File: src/rtl/mux_rr_pkg.sv
// rtl/mux_rr_pkg.sv - shared types and round-robin pick helper for mux_rr_nto1
package mux_rr_pkg;

  localparam int RR_MAX_N = 32;
  localparam int RR_IDXW  = $clog2(RR_MAX_N);

  typedef enum logic {LOCK_IDLE, LOCK_HELD} lock_state_e;

  // One-hot grant: first set bit of valid found scanning upward from ptr, wrapping at n.
  function automatic logic [RR_MAX_N-1:0] rr_pick(input logic [RR_MAX_N-1:0] valid,
                                                  input int unsigned ptr,
                                                  input int unsigned n);
    logic [RR_MAX_N-1:0] g;
    logic found;
    int unsigned idx;
    g = '0;
    found = 1'b0;
    for (int unsigned k = 0; k < RR_MAX_N; k++) begin
      idx = ptr + k;
      if (idx >= n) idx = idx - n;
      if (k < n && !found && valid[idx[RR_IDXW-1:0]]) begin
        g[idx[RR_IDXW-1:0]] = 1'b1;
        found = 1'b1;
      end
    end
    return g;
  endfunction

endpackage

File: src/rtl/mux_rr_nto1_arbiter.sv
// rtl/mux_rr_nto1_arbiter.sv - round-robin arbiter (rr_arbiter) holding the priority pointer
module rr_arbiter
  import mux_rr_pkg::*;
#(
  parameter int N    = 4,
  parameter int SELW = (N > 1) ? $clog2(N) : 1
) (
  input  logic            clk,
  input  logic            rst_n,
  input  logic [N-1:0]    req,
  input  logic            adv,
  output logic [N-1:0]    grant,
  output logic [SELW-1:0] grant_idx
);

  logic [RR_MAX_N-1:0] w_pick;
  logic [SELW-1:0]     w_ptr;
  logic [SELW-1:0]     w_idx;

  assign w_pick = rr_pick(RR_MAX_N'(req), 32'(w_ptr), unsigned'(N));
  assign grant  = w_pick[N-1:0];

  always_comb begin
    w_idx = '0;
    for (int i = 0; i < RR_MAX_N; i++) begin
      if (w_pick[i]) w_idx = SELW'(i);
    end
  end
  assign grant_idx = w_idx;

  generate
    if (N > 1) begin : g_ptr
      logic [SELW-1:0] r_ptr;
      always_ff @(posedge clk) begin
        if (!rst_n) begin
          r_ptr <= '0;
        end else if (adv) begin
          r_ptr <= (w_idx == SELW'(N-1)) ? '0 : w_idx + SELW'(1);
        end
      end
      assign w_ptr = r_ptr;
    end else begin : g_noptr
      assign w_ptr = '0;
    end
  endgenerate

endmodule

File: src/rtl/mux_rr_nto1.sv
// rtl/mux_rr_nto1.sv - N:1 registered round-robin mux with valid/ready handshakes
// Optional packet lock compiled in with MUX_RR_PKT_LOCK_EN.
module mux_rr_nto1
  import mux_rr_pkg::*;
#(
  parameter int N    = 4,
  parameter int W    = 8,
  parameter int SELW = (N > 1) ? $clog2(N) : 1
) (
  input  logic            clk,
  input  logic            rst_n,
  input  logic [N*W-1:0]  in_data,
  input  logic [N-1:0]    in_valid,
  input  logic [N-1:0]    in_last,
  output logic [N-1:0]    in_ready,
  output logic [W-1:0]    out_data,
  output logic            out_valid,
  output logic            out_last,
  output logic [SELW-1:0] out_sel,
  input  logic            out_ready
);

  logic            w_load_en;
  logic            w_in_xfer;
  logic            w_adv;
  logic [N-1:0]    w_req;
  logic [N-1:0]    w_grant;
  logic [SELW-1:0] w_idx;
  logic [W-1:0]    w_data;
  logic            w_last;

  logic            r_out_valid;
  logic [W-1:0]    r_out_data;
  logic            r_out_last;
  logic [SELW-1:0] r_out_sel;

  rr_arbiter #(.N(N), .SELW(SELW)) u_arb (
    .clk       (clk),
    .rst_n     (rst_n),
    .req       (w_req),
    .adv       (w_adv),
    .grant     (w_grant),
    .grant_idx (w_idx)
  );

  // Gating with rst_n keeps every handshake closed while reset is held.
  assign w_load_en = rst_n & (~r_out_valid | out_ready);
  assign in_ready  = w_grant & {N{w_load_en}};
  assign w_in_xfer = |(in_valid & in_ready);

  always_comb begin
    w_data = '0;
    w_last = 1'b0;
    for (int i = 0; i < N; i++) begin
      if (w_grant[i]) begin
        w_data = w_data | in_data[i*W +: W];
        w_last = w_last | in_last[i];
      end
    end
  end

`ifdef MUX_RR_PKT_LOCK_EN
  lock_state_e     r_lock_state;
  lock_state_e     w_lock_next;
  logic [SELW-1:0] r_lock_ch;

  always_comb begin
    w_req = in_valid;
    if (r_lock_state == LOCK_HELD) begin
      w_req = '0;
      w_req[r_lock_ch] = in_valid[r_lock_ch];
    end
  end

  always_comb begin
    w_lock_next = r_lock_state;
    case (r_lock_state)
      LOCK_IDLE: if (w_in_xfer && !w_last) w_lock_next = LOCK_HELD;
      LOCK_HELD: if (w_in_xfer && w_last)  w_lock_next = LOCK_IDLE;
      default:   w_lock_next = LOCK_IDLE;
    endcase
  end

  // Pointer moves only at packet boundaries so a locked packet does not consume turns.
  assign w_adv = w_in_xfer & w_last;

  always_ff @(posedge clk) begin
    if (!rst_n) begin
      r_lock_state <= LOCK_IDLE;
      r_lock_ch    <= '0;
    end else begin
      r_lock_state <= w_lock_next;
      if (r_lock_state == LOCK_IDLE && w_in_xfer && !w_last) r_lock_ch <= w_idx;
    end
  end
`else
  assign w_req = in_valid;
  assign w_adv = w_in_xfer;
`endif

  always_ff @(posedge clk) begin
    if (!rst_n) begin
      r_out_valid <= 1'b0;
      r_out_data  <= '0;
      r_out_last  <= 1'b0;
      r_out_sel   <= '0;
    end else if (w_in_xfer) begin
      r_out_valid <= 1'b1;
      r_out_data  <= w_data;
      r_out_last  <= w_last;
      r_out_sel   <= w_idx;
    end else if (out_ready) begin
      r_out_valid <= 1'b0;
    end
  end

  assign out_valid = r_out_valid;
  assign out_data  = r_out_data;
  assign out_last  = r_out_last;
  assign out_sel   = r_out_sel;

endmodule

File: config.mk
export PLATFORM = sky130hd
export DESIGN_NAME = mux_rr_nto1
export DESIGN_NICKNAME = d
export VERILOG_FILES = /design/src/rtl/mux_rr_pkg.sv /design/src/rtl/mux_rr_nto1_arbiter.sv /design/src/rtl/mux_rr_nto1.sv
export SDC_FILE = /design/constraint.sdc
export NUM_CORES = 1
export LEC_CHECK = 0
export BUFFER_PORTS_ARGS = -buffer_cell sky130_fd_sc_hd__buf_2
export CAP_MARGIN = 0
export CORE_AREA = 2 2 58 60
export CTS_CLUSTER_SIZE = 40
export DETAILED_ROUTE_END_ITERATION = 8
export DIE_AREA = 0 0 60 62
export GPL_TIMING_DRIVEN = 0
export PLACE_DENSITY = 0.73
export SLEW_MARGIN = 20
export SYNTH_ARGS = -nofsm -noshare
export SYNTH_HDL_FRONTEND = slang
export SYNTH_SLANG_ARGS = --single-unit
File: constraint.sdc
create_clock -name clk -period 2.6 [get_ports clk]
set_clock_uncertainty 0.15 [all_clocks]
set_input_delay 0.13 -clock clk [delete_from_list [all_inputs] [get_ports clk]]
set_output_delay 0.13 -clock clk [all_outputs]
set_load 0.05 [all_outputs]
==> reports/metrics.cfg, run 1 <==
[routing]
drc=0
routed_wl_mm=3.924
vias_per_cell=5.447
postRouteAntennaNets=0
wire_per_inst_um=15.39
vias=1389
drtPass1Iterations=4
first_iter_violations=122

[synthesis]
synthFlopType=dfxtp_1
synth_area_per_cell_um2=9.741
synth_cells=126
synth_nets=177
synth-edff-count=0
ys_seq_area_frac=0.2283
yosysWarnings=0
async_flop_share=0
ys_types=31
synth_area_um2=1227
ys_ff_latch=14

[final_layout]
syn_to_final_growth_pct=60.75
final_core_util=0.6206
finalInstanceArea_um2=1973
n_antenna_cell=0
layout.nets=261
drive_gt1_frac=0.6651

[grt]
grt_usage=0.2179
met3_usage=0.03727
first_global_vias=1330
gr-usage-met1=0.2563
grt_pass1_wl_mm=6.072
grt_max_degree=11
grt_util_met2=0.4037
busiest_layer=met2
grt_overflow=0
antenna_found_initial=0

[pwr]
p_total_mw=2.404
power_density_nw_per_um2=1218
irDropWorstVdd_v=0.0005538
p_leak_nw=0.8580

[timing]
max_clock_freq_ghz=0.3553
fin_ws_ns=-0.2143
fin_crit_ns=2.814
rsz0062_at_grt=true
worst_pin_slew_ns=0.6251
finalHoldViolCount=0
maxSlewHeadroom=0.5832
slew_violations=0
setup_viol=18
final.period_utilization=1.082

[hold_path]
min_path_type=in -> reg

[critical_path]
worstPathRequired_ns=2.63
worstSetupPathType=reg -> reg
crit_path_start_kind=flop
arrival_ns=2.84
crit_fanout=7
crit_path_end_kind=flop

[outcome]
outcome=finished with violations
violations=negative setup slack

[placement]
port_buffers=58
dpl_worst_slack_ns=-0.4806
hpwl_mm=2.708
placed_area_um2=1655
finalWeightedCongestion=0.7951

[clocking]
cts_tree=built
clk_pin_slew_ns=0.10
cts_max_path_buffers=2
ctsHtreeMaxLevel=1
cts_made_buffers=3
clock-sinks=14
cts_root_buf=clkbuf_4
clkLatencyLatePin_ns=0.28

[job]
drv_cap=0

[floorplan]
dieWidth_um=60
die-height_um=62
start_util=0.3861
io_pins=59
core_area_um2=3179
rows=21
dieArea_um2=3720

-- sequential cells by signal (all words and copies together) (netlist names) --
signal	cells
out_sel	2
out_data	8
u_arb.g_ptr.r_ptr	2
out_valid	1
out_last	1
-- Yosys cell counts (2+ instances only) --
library cell / number / area, um^2
a211o_1: 2 / 17.52
mux4_2: 3 / 67.56
nand2b_1: 2 / 12.51
inv_1: 7 / 26.28
nor2_2: 8 / 50.05
buf_6: 4 / 45.04
nor2b_1: 5 / 31.28
a221o_2: 3 / 33.78
a22oi_1: 21 / 157.7
a21oi_2: 2 / 17.52
nor2_1: 4 / 15.01
dfxtp_1: 14 / 280.3
a21oi_1: 8 / 40.04
ha_1: 8 / 100.1
o31ai_1: 3 / 22.52
clkbuf_1: 5 / 18.77
nand2_1: 5 / 18.77
a311oi_2: 9 / 135.1
-- metal layers --
layer  part of all wire  wire (um)  up-vias
met3              0.053        208        8
met4              0.014         53        0
met5                  0          0        -
met2               0.52       2037       50
li1                   -          -      658
met1               0.41       1624      673
-- cell type report --
class                           count  area, um^2
Fill cell                         247        1206
Multi-Input combinational cell     96       947.2
Timing Repair Buffer               79       500.5
Sequential cell                    14       287.8
Buffer                              9       110.1
Tap cell                           46       57.56
Clock buffer                        4       36.28
Inverter                            7       33.78
-- power by group --
part | total, mW | internal, mW | leakage, nW | switching [mW]
clock network | 0.165 | 0.0852 | 0.0210 | 0.0793
logic | 1.88 | 0.828 | 0.721 | 1.05
registers | 0.360 | 0.299 | 0.116 | 0.0616
-- path summary, 6_finish.rpt --
kind                        start          end  slack [ns]  depth (start not counted)
max reg2reg  u_arb.g_ptr.r_ptr[0]   out_sel[0]       -0.21                         13
min                    in_data[3]  out_data[3]        0.09                          3
max          u_arb.g_ptr.r_ptr[0]   out_sel[0]       -0.21                         13
min reg2reg             out_valid    out_valid        0.36                          2
-- worst max-delay path: stages (launching register included) --
cell and delay, ns:
dfxtp_4 0.38, buf_8 0.14, inv_8 0.03, ha_4 0.28, inv_2 0.04, a211oi_2 0.16
a21oi_2 0.07, nor4b_4 0.38, a221o_2 0.28, buf_6 0.11, a22oi_2 0.07, a21o_2 0.23
a211o_1 0.25, o211a_1 0.13
-- kinds of logic (layout without fill, tap and decap cells) --
family	after synthesis	after routing	synth area share
compound gates	55	55	0.4016
fa+ha+maj	8	8	0.08155
flops	14	14	0.2283
buf+inv	16	99	0.07340
simple gates	28	28	0.1427
mux	5	5	0.07237
-- metrics by stage --
step / setup TNS, ns / cells / hold slack [ns]
final: -2.991 / 255 / 0.09252
after floorplan: 0 / 126 / 0.1134
after detailed placement: -6.673 / 230 / 0.2461
after global routing: -5.313 / 255 / 0.1013
after global placement: -3.771 / 230 / 0.2375
after CTS: -3.345 / 251 / 0.09850
-- repair_timing --
action,4_1_cts,5_1_grt
gates resized for setup,32,8
pin swaps,20,7
buffers inserted,14,4
endpoints found under the hold margin,2,0
setup endpoints to repair,18,18
hold buffers,2,0
gates cloned,1,0
-- cells in the final DEF (no fill, tap or decap), types with 2 or more instances in the layout --
| cell | n |
|---|---|
| a211o_1 | 2 |
| a211oi_2 | 2 |
| a21oi_1 | 6 |
| a21oi_2 | 3 |
| a221o_2 | 3 |
| a22oi_1 | 18 |
| a22oi_2 | 3 |
| a311oi_2 | 9 |
| buf_2 | 54 |
| buf_4 | 17 |
| buf_6 | 5 |
| buf_8 | 7 |
| clkbuf_4 | 3 |
| clkbuf_8 | 3 |
| dfxtp_1 | 12 |
| dfxtp_4 | 2 |
| dlygate4sd3_1 | 2 |
| ha_1 | 6 |
| inv_1 | 4 |
| inv_2 | 2 |
| mux4_2 | 3 |
| nand2_1 | 5 |
| nand2b_1 | 2 |
| nor2_1 | 3 |
| nor2_2 | 9 |
| nor2b_4 | 4 |
| o31ai_1 | 3 |
No activity file was read; power rests on OpenSTA's default activity.
==> run 2, diff against run 1 <==
- ABC_AREA: unset -> 1
- CORE_AREA: 2 2 58 60 -> 2 2 59 61
- DIE_AREA: 0 0 60 62 -> 0 0 61 63
- PLACE_DENSITY: 0.73 -> 0.75
==> reports/metrics.cfg, run 2 <==
[clocking]
cts_made_buffers=3  ; unchanged
clkLatencyLatePin_ns=0.28  ; about the same
cts_root_buf=clkbuf_4
ctsHtreeMaxLevel=1  ; unchanged
cts_tree=built
clock-sinks=14  ; unchanged
clk_pin_slew_ns=0.08  ; -0.02 ns
cts_max_path_buffers=2  ; unchanged

[timing]
slew_violations=0  ; unchanged
finalHoldViolCount=0  ; unchanged
fin_ws_ns=0.1438  ; +0.3580 ns
worst_pin_slew_ns=0.6531  ; +0.02800 ns
fin_crit_ns=2.456  ; -0.3580 ns
setup_viol=0  ; -18
rsz0062_at_grt=false
finalHoldWorstSlack_ns=0.07033  ; -0.02218 ns
max_clock_freq_ghz=0.4071  ; +15%
final.period_utilization=0.9447  ; -0.1377
maxSlewHeadroom=0.5646  ; -0.01867

[routing]
postRouteAntennaNets=0  ; unchanged
wire_per_inst_um=11.31  ; -27%
drc=0  ; unchanged
routed_wl_mm=3.766  ; -4.0%
vias=1594  ; +15%
vias_per_cell=4.787  ; -12%
first_iter_violations=48  ; -61%
drtPass1Iterations=4  ; unchanged

[synthesis]
ys_types=21  ; -32%
yosysTopAreaCellShare=0.2448  ; +0.01650
yosysWarnings=0  ; unchanged
synth_cells=214  ; +70%
synth_area_per_cell_um2=6.233  ; -36%
yosysTopAreaCell=nand2_1
synth.most_common_cell=nand2_1
async_flop_share=0  ; unchanged
synth_area_leaders=nand2_1 24%, dfxtp_1 21%, ha_1 6.6%
synth_area_um2=1334  ; +8.7%
ys_seq_area_frac=0.2101  ; -0.01821
synth_common_cells=87 x nand2_1, 18 x inv_1, 16 x nand3_1
synth-edff-count=0  ; unchanged
ys_ff_latch=14  ; unchanged
synthFlopType=dfxtp_1
synth_nets=264  ; +49%

[final_layout]
final_cell_mix=87 x nand2_1, 55 x buf_2, 17 x inv_1
layout.nets=339  ; +30%
drive_gt1_frac=0.4495  ; -0.2156
multi_input_area_um2=982.2  ; +3.7%
num-fill-cells=328  ; +33%
final_common_cell=nand2_1
largest_reg_flops=8  ; unchanged
regArea_um2=287.8  ; unchanged
syn_to_final_growth_pct=42.87
n_antenna_cell=0  ; unchanged

[hold_path]
min_path_type=in -> reg

[floorplan]
dieWidth_um=61  ; +1.7%
core_area_um2=3232  ; +1.7%
die-height_um=63  ; +1.6%
dieArea_um2=3843  ; +3.3%
io_pins=59  ; unchanged
start_util=0.4127  ; +0.02663
rows=21  ; unchanged

[critical_path]
arrival_ns=2.18  ; -0.66 ns
worstPathRequired_ns=2.32  ; -0.31 ns
crit_path_start_kind=flop
worstSetupPathType=reg -> out
crit_path_end_kind=primary output
crit_fanout=6  ; -1

[placement]
hpwl_mm=2.782  ; +2.7%
port_buffers=58  ; unchanged
dpl_worst_slack_ns=-0.2168  ; +0.2639 ns
finalWeightedCongestion=0.7522  ; -5.4%

[grt]
grt_usage=0.2007  ; -0.01715
grt_pass1_wl_mm=6.099  ; +0.44%
first_global_vias=1385  ; +4.1%
antenna_found_initial=0  ; unchanged
grt_overflow=0  ; unchanged
grt_max_degree=11  ; unchanged

[outcome]
outcome=finished, final reports clean

[job]
drv_cap=0  ; unchanged

==> run 2: cell families after synthesis <==
group	Yosys count	share of synthesized area
buffers and inverters	29	0.09568
and+or+nand+nor	149	0.5488
DFF	14	0.2101
AOI/OAI and AO/OA	15	0.07974
adders and majority gates	7	0.06566
==> run 2: timing repair <==
action,in CTS,in global routing
gates resized for setup,20,6
endpoints found under the hold margin,4,0
setup buffers,2,8
hold buffers,2,0
setup endpoints to repair,18,15
pin swaps,1,1
==> run 2: layer usage <==
layer  vias up  share of wire  global-route usage  wire [um]
li1        827              -                   -          -
met1       707           0.44              0.2694       1659
met2        52           0.49              0.3293       1836
met3         8          0.054             0.02899        203
met4         0          0.018             0.05163         67
met5         -              0                   0          0
==> run 2: layout make-up <==
cell class	count	share of cell area
Buffer	6	0.03152
Timing Repair Buffer	70	0.2121
Inverter	23	0.04793
Tap cell	46	0.03020
Clock buffer	3	0.01182
Sequential cell	14	0.1510
Multi-Input combinational cell	171	0.5154
==> run 2: through the flow <==
step / cells / utilization / TNS, ns / area [um^2]
finish: 333 / 0.5896 / 0 / 1906
global placement: 318 / 0.5246 / -2.311 / 1695
global route: 333 / 0.5896 / 0 / 1906
detailed placement: 318 / 0.5246 / -3.036 / 1695
CTS: 325 / 0.5625 / 0 / 1818
floorplan: 214 / - / 0 / 1348
==> run 2: worst max-delay path, cell delays in order (launching register included) <==
cell	delay, ns
dfxtp_4	0.39
inv_4	0.07
ha_4	0.28
inv_1	0.05
nand3_1	0.08
nand3_1	0.10
nor2_2	0.20
nand3_1	0.10
nand3_1	0.14
buf_6	0.12
inv_1	0.07
nor2_2	0.11
buf_6	0.17
==> run 2: worst paths after layout <==
check / slack [ns] / startpoint / to / cells after the start
worst max-delay path: 0.14 / u_arb.g_ptr.r_ptr[1] / in_ready[2] / 12
worst min-delay path: 0.07 / in_data[12] / out_data[4] / 5
worst min register to register: 0.32 / out_data[1] / out_data[1] / 2
worst max register to register: 0.20 / u_arb.g_ptr.r_ptr[1] / u_arb.g_ptr.r_ptr[1] / 16
Power of run 2 is not shown: default switching activity piles up to over one toggle a cycle in this logic, so the estimate is an artifact.
==> run 3, diff against run 2 <==
- ABC_AREA: 1 -> unset
- CORE_AREA: 2 2 59 61 -> 2 2 58 60
- DIE_AREA: 0 0 61 63 -> 0 0 60 62
- PLACE_DENSITY: 0.75 -> unset
- PLACE_DENSITY_LB_ADDON: unset -> 0.1
==> reports/metrics.cfg, run 3 (synthesis results as in run 1) <==
[routing]
drc=0  ; unchanged
postRouteAntennaNets=0  ; unchanged
wl_met3_um=151  ; -26%
vias_per_cell=5.248  ; +9.6%
vias=1354  ; -15%
wirelength_met1_mm=1.583  ; -4.6%
wire_per_inst_um=14.74  ; +30%
wl_met2_mm=2.045  ; +11%
first_iter_violations=86  ; +79%
top_layer_used=met4
routed_wl_mm=3.804  ; +1.0%
drtPass1Iterations=4  ; unchanged

[timing]
maxSlewHeadroom=0.5439  ; -0.02071
rsz0062_at_grt=true
fin_crit_ns=2.824  ; +0.3678 ns
slew_violations=0  ; unchanged
fin_ws_ns=-0.2241  ; -0.3678 ns
finalSetupTns_ns=-3.164  ; -3.164 ns
finalHoldViolCount=0  ; unchanged
max_clock_freq_ghz=0.3541  ; -13%
finalHoldWorstSlack_ns=0.09485  ; +0.02452 ns
final.period_utilization=1.086  ; +0.1415
setup_viol=18  ; +18
worst_pin_slew_ns=0.6842  ; +0.03107 ns

[floorplan]
die-height_um=62  ; -1.6%
start_util=0.3861  ; -0.02663
core_area_um2=3179  ; -1.6%
io_pins=59  ; unchanged
dieArea_um2=3720  ; -3.2%
dieWidth_um=60  ; -1.6%
rows=21  ; unchanged

[critical_path]
worstPathRequired_ns=2.63  ; +0.31 ns
r2r-end=out_sel[0]
cp_top_family=compound AO/OA/AOI/OAI gates
arrival_ns=2.86  ; +0.68 ns
r2r_setup_slack_ns=-0.22  ; -0.42 ns
crit_top_cell=a21oi_2
crit_path_start_kind=flop
r2r_cells=14  ; -2
crit_path_end_kind=flop
cpMaxStageDelayCell=a221o_2
critPathMaxStageDelay_ns=0.44  ; +0.05 ns
crit_fanout=7  ; +1
r2r-start=u_arb.g_ptr.r_ptr[0]
crit_buf_inv=5  ; unchanged
worstSetupPathType=reg -> reg
path_cells=buf_8 -> inv_8 -> ha_4 -> inv_2 -> nor2_2 -> a21oi_2 -> nor4b_4 -> buf_4 -> a221o_2 -> buf_6 -> a21oi_2 -> a22oi_2 -> a211o_1 -> o211a_1

[placement]
dpl_worst_slack_ns=-0.4941  ; -0.2773 ns
dp_cells=230  ; -28%
finalWeightedCongestion=0.7845  ; +4.3%
port_buffers=58  ; unchanged
hpwl_mm=2.602  ; -6.5%

[job]
drv_cap=0  ; unchanged

[pwr]
irDropWorstVdd_v=0.0006262
power_density_nw_per_um2=1201
p_leak_nw=0.8737

[grt]
grt_pass1_wl_mm=5.699  ; -6.6%
grt_max_degree=11  ; unchanged
grt_usage=0.1998  ; -0.0009059
antenna_found_initial=0  ; unchanged
grt_overflow=0  ; unchanged
first_global_vias=1229  ; -11%

[final_layout]
num-fill-cells=258  ; -21%
final_cell_mix=54 x buf_2, 18 x a22oi_1, 18 x buf_4
layout.nets=264  ; -22%
finalNonFillerCells=258  ; -23%
drive_gt1_frac=0.6887  ; +0.2392
largest_reg_flops=8  ; unchanged
syn_to_final_growth_pct=65.34
final_common_cell=buf_2
n_antenna_cell=0  ; unchanged

[hold_path]
hold_start=in_data[29]
min_path_cells=3  ; -2
whs_endpoint=out_data[5]
min_path_type=in -> reg

[clocking]
cts_made_buffers=3  ; unchanged
clk_pin_slew_ns=0.09  ; about the same
ctsHtreeMaxLevel=1  ; unchanged
cts_max_path_buffers=2  ; unchanged
clock-sinks=14  ; unchanged
clkLatencyLatePin_ns=0.28  ; about the same
cts_tree=built
cts_root_buf=clkbuf_4

[outcome]
violations=negative setup slack
outcome=finished with violations

## run 3: cell types whose count changed in the layout (fill, tap and decap cells not counted), sizes merged, moves of 9 or more
cell / before / now
a22oi: 0 / 21
nand2: 103 / 5
inv: 23 / 7
buf: 73 / 86
a311oi: 0 / 9
nand3: 24 / 0
## run 3: area by class of cell
| class | count | area [um^2] | area share |
|---|---|---|---|
| Multi-Input combinational cell | 96 | 980.9 | 0.4834 |
| Timing Repair Buffer | 82 | 519.2 | 0.2559 |
| Sequential cell | 14 | 287.8 | 0.1418 |
| Buffer | 9 | 113.9 | 0.05610 |
| Tap cell | 46 | 57.56 | 0.02836 |
| Clock buffer | 4 | 36.28 | 0.01788 |
| Inverter | 7 | 33.78 | 0.01665 |
## run 3: how the worst max path moves through the flow
stage                             end            startpoint  depth (start not counted)  slack, ns
final                      out_sel[0]  u_arb.g_ptr.r_ptr[0]                         14      -0.22
after global routing      out_data[7]  u_arb.g_ptr.r_ptr[0]                         14      -0.33
after CTS                 out_data[7]  u_arb.g_ptr.r_ptr[0]                         14      -0.21
after detailed placement  in_ready[2]  u_arb.g_ptr.r_ptr[1]                         10      -0.49
after global placement    in_ready[2]  u_arb.g_ptr.r_ptr[1]                         10      -0.39
after floorplan           out_data[0]  u_arb.g_ptr.r_ptr[0]                         13      0.004
## run 3: through the flow
| step | instance area, um^2 | total power, mW | util |
|---|---|---|---|
| floorplan | 1308 | 1.566 | - |
| global placement | 1655 | 1.839 | 0.5207 |
| detailed placement | 1655 | 1.869 | 0.5207 |
| CTS | 1931 | 2.309 | 0.6072 |
| global route | 2029 | 2.574 | 0.6383 |
| finish | 2029 | 2.436 | 0.6383 |
## run 3: repair_timing
item / 4_1_cts / 5_1_grt
gates cloned: 1 / 0
buffers inserted: 15 / 6
endpoints found under the hold margin: 2 / 0
pin swaps: 20 / 11
endpoints found under the setup margin: 18 / 18
hold buffers: 2 / 0
gates resized for setup: 34 / 14
## run 3: worst reg2reg max path: stages, from the launching register on
cell,delay (ns)
dfxtp_4,0.38
buf_8,0.14
inv_8,0.03
ha_4,0.28
inv_2,0.05
nor2_2,0.10
a21oi_2,0.08
nor4b_4,0.14
buf_4,0.14
a221o_2,0.44
buf_6,0.14
a21oi_2,0.11
a22oi_2,0.10
a211o_1,0.31
o211a_1,0.13
## run 3: routing by layer
metal,vias up,GRT usage
met3,2,0.01242
met1,636,0.2425
met5,-,0
met4,0,0.05714
li1,671,-
met2,45,0.3789
## run 3: power by group
part           internal, mW  switching, mW  total [mW]
logic                 0.857           1.05        1.91
registers             0.299         0.0664       0.365
clock network        0.0852         0.0780       0.163
